$ cat config.mk
export PLATFORM = sky130hd
export DESIGN_NAME = multi_cycle_ctrl_flat
export DESIGN_NICKNAME = d
export VERILOG_FILES = /design/src/rtl/multi_cycle_ctrl_if.sv /design/src/rtl/multi_cycle_ctrl.sv /design/src/flat_wrapper.sv
export SDC_FILE = /design/constraint.sdc
export NUM_CORES = 1
export LEC_CHECK = 0
export CAP_MARGIN = 20
export CORE_MARGIN = 2
export CORE_UTILIZATION = 39
export DETAILED_ROUTE_END_ITERATION = 16
export PLACE_DENSITY = 0.87
export SETUP_SLACK_MARGIN = 0.5
export SYNTH_ARGS = -nofsm -noshare
export SYNTH_HDL_FRONTEND = slang
export SYNTH_SLANG_ARGS = --single-unit
$ cat constraint.sdc
create_clock -name clk -period 4.3 [get_ports clk]
set_input_delay 0.86 -clock clk [delete_from_list [all_inputs] [get_ports clk]]
set_output_delay 0.86 -clock clk [all_outputs]
set_load 0.005 [all_outputs]
$ cat src/rtl/multi_cycle_ctrl_if.sv
// Control bundle between the multi-cycle MIPS sequencer and its datapath.
// master = sequencer, slave = datapath.
interface multi_cycle_ctrl_if;
  logic        mio_ready;
  logic [31:0] inst;
  logic        overflow;
  logic [15:0] ctrl_signals;
  logic [3:0]  ALU_operation;
  logic        Beq;
  logic        Sign;
  logic [3:0]  state;
  logic        illegal;

  modport master (
    input  mio_ready, inst, overflow,
    output ctrl_signals, ALU_operation, Beq, Sign, state, illegal
  );

  modport slave (
    output mio_ready, inst, overflow,
    input  ctrl_signals, ALU_operation, Beq, Sign, state, illegal
  );
endinterface

$ cat src/rtl/multi_cycle_ctrl.sv
// Moore sequencer for the multi-cycle MIPS datapath: decodes IR per state and
// drives datapath controls; memory states stall on mio_ready.
module multi_cycle_ctrl #(
  parameter logic [3:0] ALU_AND = 4'b0000,
  parameter logic [3:0] ALU_OR  = 4'b0001,
  parameter logic [3:0] ALU_ADD = 4'b0010,
  parameter logic [3:0] ALU_SUB = 4'b0110,
  parameter logic [3:0] ALU_SLT = 4'b0111,
  parameter logic [3:0] ALU_NOR = 4'b1100,
  parameter logic [3:0] ALU_XOR = 4'b1101,
  parameter logic [3:0] ALU_SLL = 4'b0011,
  parameter logic [3:0] ALU_SRL = 4'b0101
) (
  input  logic                clk,
  input  logic                reset,
  multi_cycle_ctrl_if.master  bus
);

  typedef enum logic [3:0] {
    S_IF = 4'd0, S_ID = 4'd1, S_MADDR = 4'd2, S_MRD = 4'd3, S_LWB = 4'd4,
    S_MWR = 4'd5, S_REXE = 4'd6, S_RWB = 4'd7, S_BR = 4'd8, S_IEXE = 4'd9,
    S_IWB = 4'd10, S_LUI = 4'd11, S_JMP = 4'd12, S_JAL = 4'd13, S_JR = 4'd14,
    S_BAD = 4'd15
  } state_e;

  typedef struct packed {
    logic       pc_write_cond;
    logic       pc_write;
    logic       i_or_d;
    logic       mem_read;
    logic       mem_write;
    logic [1:0] mem_to_reg;
    logic       ir_write;
    logic [1:0] reg_dst;
    logic       reg_write;
    logic [1:0] pc_source;
    logic       alu_src_a;
    logic [1:0] alu_src_b;
  } ctrl_t;

  localparam logic [5:0] OP_R    = 6'b000000, OP_J    = 6'b000010, OP_JAL  = 6'b000011,
                         OP_BEQ  = 6'b000100, OP_BNE  = 6'b000101, OP_ADDI = 6'b001000,
                         OP_SLTI = 6'b001010, OP_ANDI = 6'b001100, OP_ORI  = 6'b001101,
                         OP_XORI = 6'b001110, OP_LUI  = 6'b001111, OP_LW   = 6'b100011,
                         OP_SW   = 6'b101011;
  localparam logic [5:0] FN_JR = 6'b001000, FN_ADD = 6'b100000, FN_SUB = 6'b100010;

  state_e state_q, state_d;
  logic   illegal_q, illegal_d;
  logic   ovf_q, ovf_d;

  logic [5:0] op, funct;
  assign op    = bus.inst[31:26];
  assign funct = bus.inst[5:0];

  logic [3:0] r_alu, i_alu;
  logic       r_known, i_sign;

  always_comb begin
    r_known = 1'b1;
    r_alu   = ALU_ADD;
    case (funct)
      6'b100000: r_alu = ALU_ADD;
      6'b100010: r_alu = ALU_SUB;
      6'b100100: r_alu = ALU_AND;
      6'b100101: r_alu = ALU_OR;
      6'b100110: r_alu = ALU_XOR;
      6'b100111: r_alu = ALU_NOR;
      6'b101010: r_alu = ALU_SLT;
      6'b000000: r_alu = ALU_SLL;
      6'b000010: r_alu = ALU_SRL;
      default:   r_known = 1'b0;
    endcase
  end

  // Logical immediates are zero-extended; IR is stable through IWB so this
  // decode also serves the writeback state.
  always_comb begin
    i_alu  = ALU_ADD;
    i_sign = 1'b1;
    case (op)
      OP_SLTI: i_alu = ALU_SLT;
      OP_ANDI: begin i_alu = ALU_AND; i_sign = 1'b0; end
      OP_ORI:  begin i_alu = ALU_OR;  i_sign = 1'b0; end
      OP_XORI: begin i_alu = ALU_XOR; i_sign = 1'b0; end
      default: ;
    endcase
  end

  always_ff @(posedge clk) begin
    if (reset) begin
      state_q   <= S_IF;
      illegal_q <= 1'b0;
      ovf_q     <= 1'b0;
    end else begin
      state_q   <= state_d;
      illegal_q <= illegal_d;
      ovf_q     <= ovf_d;
    end
  end

  always_comb begin
    state_d   = state_q;
    illegal_d = 1'b0;
    ovf_d     = ovf_q;
    case (state_q)
      S_IF:    if (bus.mio_ready) state_d = S_ID;
      S_ID: begin
        case (op)
          OP_LW, OP_SW: state_d = S_MADDR;
          OP_R: begin
            if (funct == FN_JR) state_d = S_JR;
            else if (r_known)   state_d = S_REXE;
            else begin
              state_d   = S_IF;
              illegal_d = 1'b1;
            end
          end
          OP_BEQ, OP_BNE: state_d = S_BR;
          OP_ADDI, OP_SLTI, OP_ANDI, OP_ORI, OP_XORI: state_d = S_IEXE;
          OP_LUI:  state_d = S_LUI;
          OP_J:    state_d = S_JMP;
          OP_JAL:  state_d = S_JAL;
          default: begin
            state_d   = S_IF;
            illegal_d = 1'b1;
          end
        endcase
      end
      S_MADDR: state_d = (op == OP_SW) ? S_MWR : S_MRD;
      S_MRD:   if (bus.mio_ready) state_d = S_LWB;
      S_MWR:   if (bus.mio_ready) state_d = S_IF;
      S_REXE: begin
        ovf_d   = (funct == FN_ADD || funct == FN_SUB) ? bus.overflow : 1'b0;
        state_d = S_RWB;
      end
      S_IEXE: begin
        ovf_d   = (op == OP_ADDI) ? bus.overflow : 1'b0;
        state_d = S_IWB;
      end
      S_JR:    if (bus.mio_ready) state_d = S_IF;
      default: state_d = S_IF;
    endcase
  end

  ctrl_t      ctrl;
  logic [3:0] alu_op;
  logic       beq, sign;

  always_comb begin
    ctrl   = '0;
    alu_op = ALU_ADD;
    beq    = 1'b0;
    sign   = 1'b1;
    case (state_q)
      S_ID: ctrl.alu_src_b = 2'b11;
      S_MADDR: begin
        ctrl.alu_src_a = 1'b1;
        ctrl.alu_src_b = 2'b10;
      end
      S_MRD: begin
        ctrl.i_or_d   = 1'b1;
        ctrl.mem_read = 1'b1;
      end
      S_LWB: begin
        ctrl.reg_write  = 1'b1;
        ctrl.mem_to_reg = 2'b01;
      end
      S_MWR: begin
        ctrl.i_or_d    = 1'b1;
        ctrl.mem_write = 1'b1;
      end
      S_REXE: begin
        ctrl.alu_src_a = 1'b1;
        alu_op         = r_alu;
      end
      S_RWB: begin
        ctrl.reg_dst   = 2'b01;
        ctrl.reg_write = ~ovf_q;
      end
      S_BR: begin
        ctrl.alu_src_a     = 1'b1;
        ctrl.pc_write_cond = 1'b1;
        ctrl.pc_source     = 2'b01;
        alu_op             = ALU_SUB;
        beq                = (op == OP_BEQ);
      end
      S_IEXE: begin
        ctrl.alu_src_a = 1'b1;
        ctrl.alu_src_b = 2'b10;
        alu_op         = i_alu;
        sign           = i_sign;
      end
      S_IWB: begin
        ctrl.reg_write = ~ovf_q;
        alu_op         = i_alu;
        sign           = i_sign;
      end
      S_LUI: begin
        ctrl.mem_to_reg = 2'b10;
        ctrl.reg_write  = 1'b1;
      end
      S_JMP: begin
        ctrl.pc_write  = 1'b1;
        ctrl.pc_source = 2'b10;
      end
      // PC already holds PC+4 here, so the link value comes straight from PC.
      S_JAL: begin
        ctrl.pc_write   = 1'b1;
        ctrl.pc_source  = 2'b10;
        ctrl.reg_write  = 1'b1;
        ctrl.reg_dst    = 2'b10;
        ctrl.mem_to_reg = 2'b11;
      end
      S_JR: begin
        ctrl.alu_src_a = 1'b1;
        ctrl.pc_write  = bus.mio_ready;
        alu_op         = ALU_OR;
      end
      default: begin
        ctrl.mem_read  = 1'b1;
        ctrl.ir_write  = 1'b1;
        ctrl.alu_src_b = 2'b01;
        ctrl.pc_write  = bus.mio_ready;
      end
    endcase
  end

  assign bus.ctrl_signals  = ctrl;
  assign bus.ALU_operation = alu_op;
  assign bus.Beq           = beq;
  assign bus.Sign          = sign;
  assign bus.state         = state_q;
  assign bus.illegal       = illegal_q;

endmodule
$ cat src/flat_wrapper.sv
// flat-port wrapper written by rule: the top's interface ports become plain ports
module multi_cycle_ctrl_flat 
#(
  parameter logic [3:0] ALU_AND = 4'b0000,
  parameter logic [3:0] ALU_OR  = 4'b0001,
  parameter logic [3:0] ALU_ADD = 4'b0010,
  parameter logic [3:0] ALU_SUB = 4'b0110,
  parameter logic [3:0] ALU_SLT = 4'b0111,
  parameter logic [3:0] ALU_NOR = 4'b1100,
  parameter logic [3:0] ALU_XOR = 4'b1101,
  parameter logic [3:0] ALU_SLL = 4'b0011,
  parameter logic [3:0] ALU_SRL = 4'b0101
)
  (clk, reset, bus_mio_ready, bus_inst, bus_overflow, bus_ctrl_signals, bus_ALU_operation, bus_Beq, bus_Sign, bus_state, bus_illegal);
  multi_cycle_ctrl_if bus_i ();
  input  logic clk;
  input  logic reset;
  input wire logic [$bits(bus_i.mio_ready)-1:0] bus_mio_ready;
  input wire logic [$bits(bus_i.inst)-1:0] bus_inst;
  input wire logic [$bits(bus_i.overflow)-1:0] bus_overflow;
  output wire logic [$bits(bus_i.ctrl_signals)-1:0] bus_ctrl_signals;
  output wire logic [$bits(bus_i.ALU_operation)-1:0] bus_ALU_operation;
  output wire logic [$bits(bus_i.Beq)-1:0] bus_Beq;
  output wire logic [$bits(bus_i.Sign)-1:0] bus_Sign;
  output wire logic [$bits(bus_i.state)-1:0] bus_state;
  output wire logic [$bits(bus_i.illegal)-1:0] bus_illegal;
  assign bus_i.mio_ready = bus_mio_ready;
  assign bus_i.inst = bus_inst;
  assign bus_i.overflow = bus_overflow;
  assign bus_ctrl_signals = bus_i.ctrl_signals;
  assign bus_ALU_operation = bus_i.ALU_operation;
  assign bus_Beq = bus_i.Beq;
  assign bus_Sign = bus_i.Sign;
  assign bus_state = bus_i.state;
  assign bus_illegal = bus_i.illegal;
  multi_cycle_ctrl #(.ALU_AND(ALU_AND), .ALU_OR(ALU_OR), .ALU_ADD(ALU_ADD), .ALU_SUB(ALU_SUB), .ALU_SLT(ALU_SLT), .ALU_NOR(ALU_NOR), .ALU_XOR(ALU_XOR), .ALU_SLL(ALU_SLL), .ALU_SRL(ALU_SRL)) u_core (.clk(clk), .reset(reset), .bus(bus_i));
endmodule
==> flow_metrics.env <==
export IMPL_outcome="finished, final reports clean"
export IMPL_worst_endpoint_arrival_ns=2.85
export IMPL_synthMostInstantiatedCell="nor2_1"
export IMPL_static_leakage_power_nw=0.482
export IMPL_io_pin_count=63
export IMPL_cts_tree="built"
export IMPL_post_synth_arst_share=0
export IMPL_route_vias_total=1329
export IMPL_syn_instance_count=156
export IMPL_pwr_density_cell_nw_per_um2=137
export IMPL_hold_path_class="flop to flop"
export IMPL_max_vdd_ir_drop_mv=0.0869
export IMPL_finalHoldViolCount=0
export IMPL_stdcell_count=218
export IMPL_htree_num_levels=1
export IMPL_synth_cells_most_frequent="nor2_1, nand2_1, clkbuf_1"
export IMPL_drv_slew=0
export IMPL_placement_rows=18
export IMPL_critical_path_cell_chain="clkdlybuf4s50_1 > a2111oi_0 > o211ai_1 > o21a_1 > clkdlybuf4s50_1"
export IMPL_syn_nets=192
export IMPL_setup_worst_path_start_class="input port"
export IMPL_fin_tns_setup_ns=0
export IMPL_first_global_vias=1204
export IMPL_number_of_remaining_drc_errors=0
export IMPL_clockBufferDepth=2
export IMPL_num_antenna_cells=0
export IMPL_critical_path_maximum_fanout=10
export IMPL_final_net_count=226
export IMPL_synth_edff_count=0
export IMPL_endpoint_type_of_the_worst_setup_path="output pin"
export IMPL_cts_sink_count=6
export IMPL_clockPowerShare=0.286
export IMPL_placement_io_buffers=42
export IMPL_grt_setup_unrepaired="true"
export IMPL_die_area_um2=2940
export IMPL_max_slew_margin_rel=0.583
export IMPL_drtIter0Drc=60
export IMPL_largest_net_degree_at_the_start_of_global_routing=21
export IMPL_synth_top_area_cell="dfxtp_1"
export IMPL_criticalPathCategory="input port to output pin"
export IMPL_post_place_cells=215
export IMPL_clock_latency_ns=0.26
export IMPL_critPathSlowestCell="a2111oi_0"
export IMPL_switching_power_mw=0.0662
export IMPL_grt_first_pass_wirelength_um=5020
export IMPL_p_comb_frac=0.396
export IMPL_switching_share=0.341
export IMPL_numCtsBuffers=3
export IMPL_synthesis_area_um2=985
export IMPL_syn2layout_area_growth_pct=44.1
export IMPL_starting_utilization_of_the_core_area=0.405
export IMPL_share_of_the_synthesized_area_in_the_top_cell_type=0.122
export IMPL_synth_lib_cells_used_distinct=45
export IMPL_synth_top_area_cells="dfxtp_1, nor2_1, nand2_1"
export IMPL_cpMostUsedCell="clkdlybuf4s50_1"
export IMPL_reg2reg_setup_slack_ns=2.40
export IMPL_crit_start="bus_inst[27]"
export IMPL_drive_above_1_share=0.0479
export IMPL_seq_power_share=0.318
export IMPL_r2r_start="u_core.bus.state[1]"
export IMPL_cts_hold_fix_buffers=0
export IMPL_pint_mw=0.128
export IMPL_setup_violations_final=0
export IMPL_post_dp_hpwl_um=2330
export IMPL_ant_nets=0
export IMPL_postSynthAreaPerCell_um2=6.31
export IMPL_finalWorstPathRequiredPeriod_ns=3.71
export IMPL_cts_root_buffer="clkbuf_4"
export IMPL_clkTransAtPathRegs_ns=0.05
export IMPL_yosys_warnings=0
export IMPL_die_height_um=54.2
export IMPL_place_congestion=0.876
export IMPL_ys_seq_area_frac=0.122
export IMPL_worst_pin_slew_ns=0.610
export IMPL_detailedRoute_firstPassIterationCount=4
export IMPL_timing_max_cap_violations=0
export IMPL_critPathMaxStageDelay_ns=0.67
export IMPL_min_from="u_core.ovf_q"
export IMPL_timing_fmax_mhz=270
export IMPL_grt_antenna_before_repair=0
export IMPL_route_final_wire_length_um=3110
export IMPL_post_drt_wl_per_cell_um=14.3
export IMPL_gr_usage_all_layers=0.225
export IMPL_period_share=0.863
export IMPL_ys_dominant_reg_cell="dfxtp_1"
export IMPL_gr_total_overflow=0
export IMPL_fp_coreArea_um2=2430
export IMPL_postSynthRegisterBits=6
export IMPL_detail_route_vias_per_cell=6.10
export IMPL_cts_setup_buffers=0
export IMPL_timing_clock_skew_ns=0.00500
export IMPL_chipWidth_um=54.2
export IMPL_worst_ep_required_time_ns=3.44
final timing paths:
| kind | endpoint | cells past startpoint |
|---|---|---|
| hold reg to reg | u_core.ovf_q | 2 |
| setup / recovery | bus_ALU_operation[1] | 5 |
| setup reg to reg | u_core.bus.state[2] | 5 |
| hold / removal | u_core.ovf_q | 2 |
per-stage QoR:
stage | hold slack [ns] | worst slack (ns) | total power, mW | util | area, um2
after detailed placement | 0.514 | 0.495 | 0.138 | 0.570 | 1390
after floorplan | 0.467 | 1.46 | 0.101 | - | 985
final | 0.524 | 0.590 | 0.194 | 0.583 | 1420
after global routing | 0.527 | 0.483 | 0.204 | 0.583 | 1420
after global placement | 0.508 | 0.514 | 0.136 | 0.570 | 1390
after CTS | 0.521 | 0.506 | 0.192 | 0.580 | 1410
critical path: cells and delay by family:
| family | cells | cell delay [ns] |
|---|---|---|
| buf+inv | 2 | 0.99 |
| compound gates | 3 | 1.00 |
layout by cell type (no fill, tap or decap), drive strengths merged, types with 2 or more instances in the layout:
master	n
o22ai	5
nor2b	8
nor4b	2
o21ai	12
nand2	15
or4	2
nand4b	2
a21oi	8
o41ai	3
clkbuf	3
nand3	6
o31ai	2
dlymetal6s2s	2
o211ai	2
xnor2	2
a2111oi	2
clkdlybuf4s50	40
dfxtp	6
nor2	16
o21a	4
and4b	2
nand3b	2
nor3	10
nor3b	2
nand2b	4
nand4	3
a31oi	3
inv	5
power by group through the flow:
stage	Combinational (mW)	Sequential [mW]	Clock [mW]
finish	0.0767	0.0616	0.0555
global placement	0.0731	0.0626	0
floorplan	0.0411	0.0595	0
detailed placement	0.0752	0.0626	0
CTS	0.0759	0.0615	0.0550
global route	0.0843	0.0623	0.0571
flip-flops by register name, summed over array words and instances (netlist names):
| signal | count |
|---|---|
| u_core.bus.illegal | 1 |
| u_core.bus.state | 4 |
| u_core.ovf_q | 1 |
final cells by class:
cell class / count / area (um2)
repair buffers: 43 / 433
clock buffers: 3 / 22.5
flip-flops and latches: 6 / 120
fillers: 240 / 1010
inverters: 5 / 18.8
well taps: 30 / 37.5
multi-input cells: 131 / 787
cell families after synthesis:
family                   synth area share
AND/OR/NAND/NOR                     0.435
AO/OA/AOI/OAI                       0.313
multiplexers                       0.0102
buffers and inverters              0.0839
adder cells (fa/ha/maj)            0.0102
flip-flops                          0.122
XOR/XNOR                           0.0267
routing by layer:
layer	wire [um]	part of all wire	GRT usage
met5	0	0	0
met4	48	0.015	0.0917
met3	140	0.045	0.0137
met2	1600	0.52	0.428
met1	1320	0.42	0.258
timing repair:
action,in CTS,in global routing
endpoints found under the setup margin,1,3
gates resized for setup,1,3
endpoints found under the hold margin,0,0
No activity file was read; power rests on OpenSTA's default activity.
